<file path="config.mk">
export PLATFORM = sky130hd
export DESIGN_NAME = ber_checker_ds
export DESIGN_NICKNAME = d
export VERILOG_FILES = /design/src/rtl/ber_checker_ds.sv
export SDC_FILE = /design/constraint.sdc
export NUM_CORES = 1
export LEC_CHECK = 0
export ABC_AREA = 1
export CAP_MARGIN = 0
export CORE_ASPECT_RATIO = 1.75
export CORE_MARGIN = 1.5
export CORE_UTILIZATION = 45
export CTS_CLUSTER_DIAMETER = 60
export DETAILED_ROUTE_END_ITERATION = 8
export DONT_BUFFER_PORTS = 1
export PLACE_DENSITY_LB_ADDON = 0.1
export SLEW_MARGIN = 20
export SYNTH_ARGS = -nofsm -noshare
export SYNTH_HDL_FRONTEND = slang
export SYNTH_SLANG_ARGS = --single-unit
</file>
<file path="constraint.sdc">
create_clock -name clk -period 4.8 [get_ports clk]
set_clock_uncertainty 0.2 [all_clocks]
set_input_delay 0 -clock clk [delete_from_list [all_inputs] [get_ports clk]]
set_output_delay 0 -clock clk [all_outputs]
set_load 0.01 [all_outputs]
</file>
<file path="src/rtl/ber_checker_ds.sv">
// Decimating slicer with PRBS latency search and BER counting.
// Sweeps a reference delay line until a clean window locks, then counts bits and errors.
module ber_checker_ds #(
  parameter int NBT_IN    = 8,
  parameter int OS_FACTOR = 4,
  parameter int MAX_LAT   = 64,
  parameter int WINDOW    = 256,
  parameter int LOSS_THR  = 16,
  parameter int NB_CNT    = 32,
  localparam int PW  = $clog2(OS_FACTOR),
  localparam int LW  = $clog2(MAX_LAT),
  localparam int WCW = $clog2(WINDOW),
  localparam int WEW = $clog2(WINDOW + 1)
) (
  input  logic              clk,
  input  logic              i_reset,
  input  logic              i_en,
  input  logic [NBT_IN-1:0] i_os_data,
  input  logic [PW-1:0]     i_phase,
  input  logic              i_ref_bit,
  input  logic              i_clear,
  output logic              o_sym_bit,
  output logic              o_sym_valid,
  output logic              o_locked,
  output logic [LW-1:0]     o_latency,
  output logic [NB_CNT-1:0] o_bit_count,
  output logic [NB_CNT-1:0] o_err_count
);

  typedef enum logic [0:0] {
    ST_SEARCH = 1'b0,
    ST_LOCKED = 1'b1
  } state_e;

  state_e              state_q, state_d;
  logic [PW-1:0]       ph_cnt_q, ph_cnt_d;
  logic [PW-1:0]       phase_prev_q;
  logic [MAX_LAT-1:0]  dl_q, dl_d;
  logic [LW-1:0]       lat_q, lat_d;
  logic [WCW-1:0]      win_cnt_q, win_cnt_d;
  logic [WEW-1:0]      win_err_q, win_err_d;
  logic                sym_bit_q, sym_bit_d;
  logic                sym_valid_q, sym_valid_d;
  logic [NB_CNT-1:0]   bit_cnt_q, bit_cnt_d;
  logic [NB_CNT-1:0]   err_cnt_q, err_cnt_d;

  logic                strobe_s;
  logic                slice_s;
  logic                err_s;
  logic                phase_chg_s;
  logic                close_s;
  logic [WEW-1:0]      win_err_tot_s;
  logic                unused_data_s;

  function automatic logic [LW-1:0] next_lat(input logic [LW-1:0] lat);
    if (lat == LW'(MAX_LAT - 1)) begin
      return '0;
    end else begin
      return lat + LW'(1'b1);
    end
  endfunction

  function automatic logic [NB_CNT-1:0] sat_inc(input logic [NB_CNT-1:0] cnt, input logic inc);
    if (inc && (cnt != '1)) begin
      return cnt + NB_CNT'(1'b1);
    end else begin
      return cnt;
    end
  endfunction

  assign strobe_s      = i_en & (ph_cnt_q == i_phase);
  assign slice_s       = i_os_data[NBT_IN-1];
  // The error uses the delay line as it stood before this symbol's reference shifts in.
  assign err_s         = slice_s ^ dl_q[lat_q];
  assign phase_chg_s   = (i_phase != phase_prev_q);
  assign win_err_tot_s = win_err_q + {{(WEW-1){1'b0}}, err_s};
  assign close_s       = strobe_s & ~phase_chg_s & (win_cnt_q == WCW'(WINDOW - 1));
  assign unused_data_s = ^i_os_data[NBT_IN-2:0];

  always_comb begin
    ph_cnt_d    = '0;
    dl_d        = dl_q;
    sym_bit_d   = sym_bit_q;
    sym_valid_d = strobe_s;
    if (i_en && (ph_cnt_q != PW'(OS_FACTOR - 1))) begin
      ph_cnt_d = ph_cnt_q + PW'(1'b1);
    end else begin
      ph_cnt_d = '0;
    end
    if (strobe_s) begin
      dl_d      = {dl_q[MAX_LAT-2:0], i_ref_bit};
      sym_bit_d = slice_s;
    end else begin
      dl_d      = dl_q;
      sym_bit_d = sym_bit_q;
    end
  end

  always_comb begin
    win_cnt_d = win_cnt_q;
    win_err_d = win_err_q;
    if (phase_chg_s || close_s) begin
      win_cnt_d = '0;
      win_err_d = '0;
    end else if (strobe_s) begin
      win_cnt_d = win_cnt_q + WCW'(1'b1);
      win_err_d = win_err_tot_s;
    end else begin
      win_cnt_d = win_cnt_q;
      win_err_d = win_err_q;
    end
  end

  always_comb begin
    state_d = state_q;
    lat_d   = lat_q;
    case (state_q)
      ST_SEARCH: begin
        if (close_s && (win_err_tot_s == '0)) begin
          state_d = ST_LOCKED;
        end else if (close_s) begin
          lat_d = next_lat(lat_q);
        end else begin
          state_d = ST_SEARCH;
        end
      end
      ST_LOCKED: begin
        if (close_s && (win_err_tot_s > WEW'(LOSS_THR))) begin
          state_d = ST_SEARCH;
          lat_d   = next_lat(lat_q);
        end else begin
          state_d = ST_LOCKED;
        end
      end
      default: begin
        state_d = ST_SEARCH;
        lat_d   = '0;
      end
    endcase
  end

  // A clear beats a same-cycle increment.
  always_comb begin
    bit_cnt_d = bit_cnt_q;
    err_cnt_d = err_cnt_q;
    if (i_clear) begin
      bit_cnt_d = '0;
      err_cnt_d = '0;
    end else if (strobe_s && (state_q == ST_LOCKED)) begin
      bit_cnt_d = sat_inc(bit_cnt_q, 1'b1);
      err_cnt_d = sat_inc(err_cnt_q, err_s);
    end else begin
      bit_cnt_d = bit_cnt_q;
      err_cnt_d = err_cnt_q;
    end
  end

  always_ff @(posedge clk or posedge i_reset) begin
    if (i_reset) begin
      state_q      <= ST_SEARCH;
      ph_cnt_q     <= '0;
      phase_prev_q <= '0;
      dl_q         <= '0;
      lat_q        <= '0;
      win_cnt_q    <= '0;
      win_err_q    <= '0;
      sym_bit_q    <= 1'b0;
      sym_valid_q  <= 1'b0;
      bit_cnt_q    <= '0;
      err_cnt_q    <= '0;
    end else begin
      state_q      <= state_d;
      ph_cnt_q     <= ph_cnt_d;
      phase_prev_q <= i_phase;
      dl_q         <= dl_d;
      lat_q        <= lat_d;
      win_cnt_q    <= win_cnt_d;
      win_err_q    <= win_err_d;
      sym_bit_q    <= sym_bit_d;
      sym_valid_q  <= sym_valid_d;
      bit_cnt_q    <= bit_cnt_d;
      err_cnt_q    <= err_cnt_d;
    end
  end

  assign o_sym_bit   = sym_bit_q;
  assign o_sym_valid = sym_valid_q;
  assign o_locked    = (state_q == ST_LOCKED);
  assign o_latency   = lat_q;
  assign o_bit_count = bit_cnt_q;
  assign o_err_count = err_cnt_q;

endmodule

</file>
==> impl_metrics.toml <==
[worst_setup_path]
r2r_start = "o_latency[0]"
start_kind = "register"
critical_path_class = "reg -> reg"
critical_path.max_fanout = 32
crit_start = "o_latency[0]"
required_ps = 4910
r2r_end = "o_latency[5]"
r2r_slack_ps = 930
rr_worst_depth = 26
cp.arrival_ps = 3980
cp-end-kind = "register"

[cells_and_area]
diodes = 0
fin_nets = 1213
syn_to_final_growth_pct = 10.3
final_area_sq_mm = 0.00976
fillCellCount = 1933
drive_gt1_share_pct = 5.48

[yosys]
ys_ff_latch = 158
synth_top_area_cell = "dfrtp_1"
syn_nets = 1217
ys_seq_area_share_pct = 44.7
synth_area_sq_mm = 0.00885
netlist.area_leader.share_pct = 44.7
synth.area.top_cells = "dfrtp_1, nand2_1, inv_1"
syn-instance-count = 1195
yosysWarnings = 0
syn_area_per_cell_sq_um = 7.41
synth_cell_type_count = 33

[timing]
worst_slack_ps = 932
final.period_utilization_pct = 80.6
max_freq_mhz = 259
relSlewSlack_pct = 34.4
rsz0062_at_grt = "false"
finalSetupViolCount = 0
tightest_slew_ps = 985
slew_viol_final = 0
setup_tns_ps = 0
hold_viol = 0
min_period_ps = 3870

[floorplanning]
core_sq_mm = 0.0192
initial_core_util_pct = 46.1
die_x_microns = 109
die_height_microns = 189
ios = 88
die-area_sq_mm = 0.0206
rows = 67

[route]
antenna_left = 0
drt_iter0_markers = 284
avgRoutedWirePerCell_microns = 15.4
wl_microns = 22200
vias_per_cell = 5.19
vias = 7501
firstDrtPassIters = 5
drc = 0

[cts]
clkSlewWorstSetupHoldPaths_ps = 60
cts_root_buf = "clkbuf_16"
clk_latency_ps = 430
cts.htree.levels = 4
cts_buffer_depth = 2
cts_resized = 0
cts_buffers = 17
cts_sinks = 158
cts_tree = "yes"

[job]
maxCapViolations = 0

[placed_design]
dpl_worst_slack_ps = 906
place_congestion = 0.956
placed_area_sq_mm = 0.00900
portBuffers = 0
dp_hpwl_microns = 15700

[pwr]
power.density_mw_per_mm2 = 392
peakVddDrop_mv = 0.264
cellLeakagePower_nw = 4.38
power_mw = 3.83

[global_route]
grt_use_total_pct = 23.2
grt_pass1_wl_microns = 37200
grt_overflow = 0
grt_max_degree = 117
grt_pass1_vias = 7500
antenna_found_initial = 0

[min_path]
min_path_type = "in -> reg"
holdPathEnd = "phase_prev_q[0]"
whs_path_depth = 1
worstHoldStart = "i_phase[0]"

[run_status]
status = "complete, no violations"
-- power by group --
part	switching, mW	internal [mW]
sequential	0.135	1.60
clock	0.551	0.886
combinational	0.431	0.226
total	1.12	2.71
-- metal layers --
metal	global-route usage [%]	part of all wire [%]	vias up
li1	-	-	3823
met1	24.6	39	3484
met2	41.8	54	157
met3	6.61	4.9	37
met4	9.56	2.7	0
met5	0	0	-
-- synth_stat cells, drive strengths merged --
library cell and instances:
o211ai 6, nand3 104, nor3b 2, nor4 13, o31ai 11, nor3 32
a21oi 21, a31oi 1, o21ai 88, nand4 25, clkbuf 23, nor2 121
dfrtp 158, xor2 27, xnor2 35, and2 2, nand2 352, inv 144
buf 19, ha 7, o22ai 4
-- what timing repair did --
item	CTS	global route
setup buffers	0	0
hold buffers	11	0
hold endpoints to repair	191	0
-- cell type report --
type	count	area, sq um	area share (%)
inverters	144	548	5.61
multi-input cells	851	4130	42.3
clock inverters	9	131	1.35
flip-flops and latches	158	3950	40.5
clock buffers	23	498	5.10
well taps	241	302	3.09
repair buffers	19	198	2.02
-- registers in the layout, indices dropped and copies added (netlist names) --
register,cells
dl_q,64
o_bit_count,32
o_err_count,32
win_err_q,9
win_cnt_q,8
o_latency,6
ph_cnt_q,2
phase_prev_q,2
o_locked,1
o_sym_bit,1
o_sym_valid,1
-- critical path, stage by stage, from the launching register on --
cell and delay, ps:
dfrtp_1 400, buf_4 370, nand2_1 90, nand3_1 90, nand2_1 70, nand2_1 60, nand2_1 50, inv_1 40
nand2_1 60, nand2_1 60, nand2_1 70, inv_2 70, nand2_1 60, nand2_2 110, and2_1 150, ha_1 160
ha_1 190, nand3_1 130, nor2_1 190, nand4_1 120, xor2_1 160, inv_1 70, nand3_1 70, o21ai_0 200
nand2_1 140, nand2_1 270, o21ai_0 120
-- metrics by stage --
stage | cells | hold WS, ps | utilization, %
after CTS | 1445 | 5.50 | 50.9
final | 1445 | 25.9 | 50.9
after global placement | 1402 | -225 | 46.9
after detailed placement | 1402 | -223 | 46.9
after floorplan | 1195 | -169 | -
after global routing | 1445 | 19.6 | 50.9
-- cell families (layout without fill, tap and decap cells) --
kind of cell / count (synthesis) / count (layout) / synth area share (%)
and+or+nand+nor: 651 / 651 / 31.6
buffers and inverters: 186 / 195 / 8.69
adders and majority gates: 7 / 7 / 0.989
xor gates and xnor gates: 62 / 62 / 6.14
DFF: 158 / 158 / 44.7
AOI/OAI and AO/OA: 131 / 131 / 7.96
-- cells in the final DEF, fill, tap and decap left out, drive strengths merged --
cell           n
nand3        104
dlygate4sd3    9
o21ai         88
and2           2
a21oi         21
nor3          32
nand4         25
nor2         121
a31oi          1
o31ai         11
clkinv         3
ha             7
o22ai          4
inv          144
bufinv         3
nor4          13
clkbuf        23
buf           10
xor2          27
o211ai         6
nor3b          2
dfrtp        158
xnor2         35
clkinvlp       3
nand2        352
-- how the worst max path moves through the flow --
stage / to / cells after the start / slack (ps)
floorplan: dl_q[0] / 1 / 340
global placement: o_latency[0] / 26 / 910
detailed placement: o_latency[5] / 26 / 910
CTS: o_latency[5] / 26 / 890
global route: o_latency[3] / 27 / 500
finish: o_latency[5] / 26 / 930
Note: power is estimated with default switching activity, not from simulation.
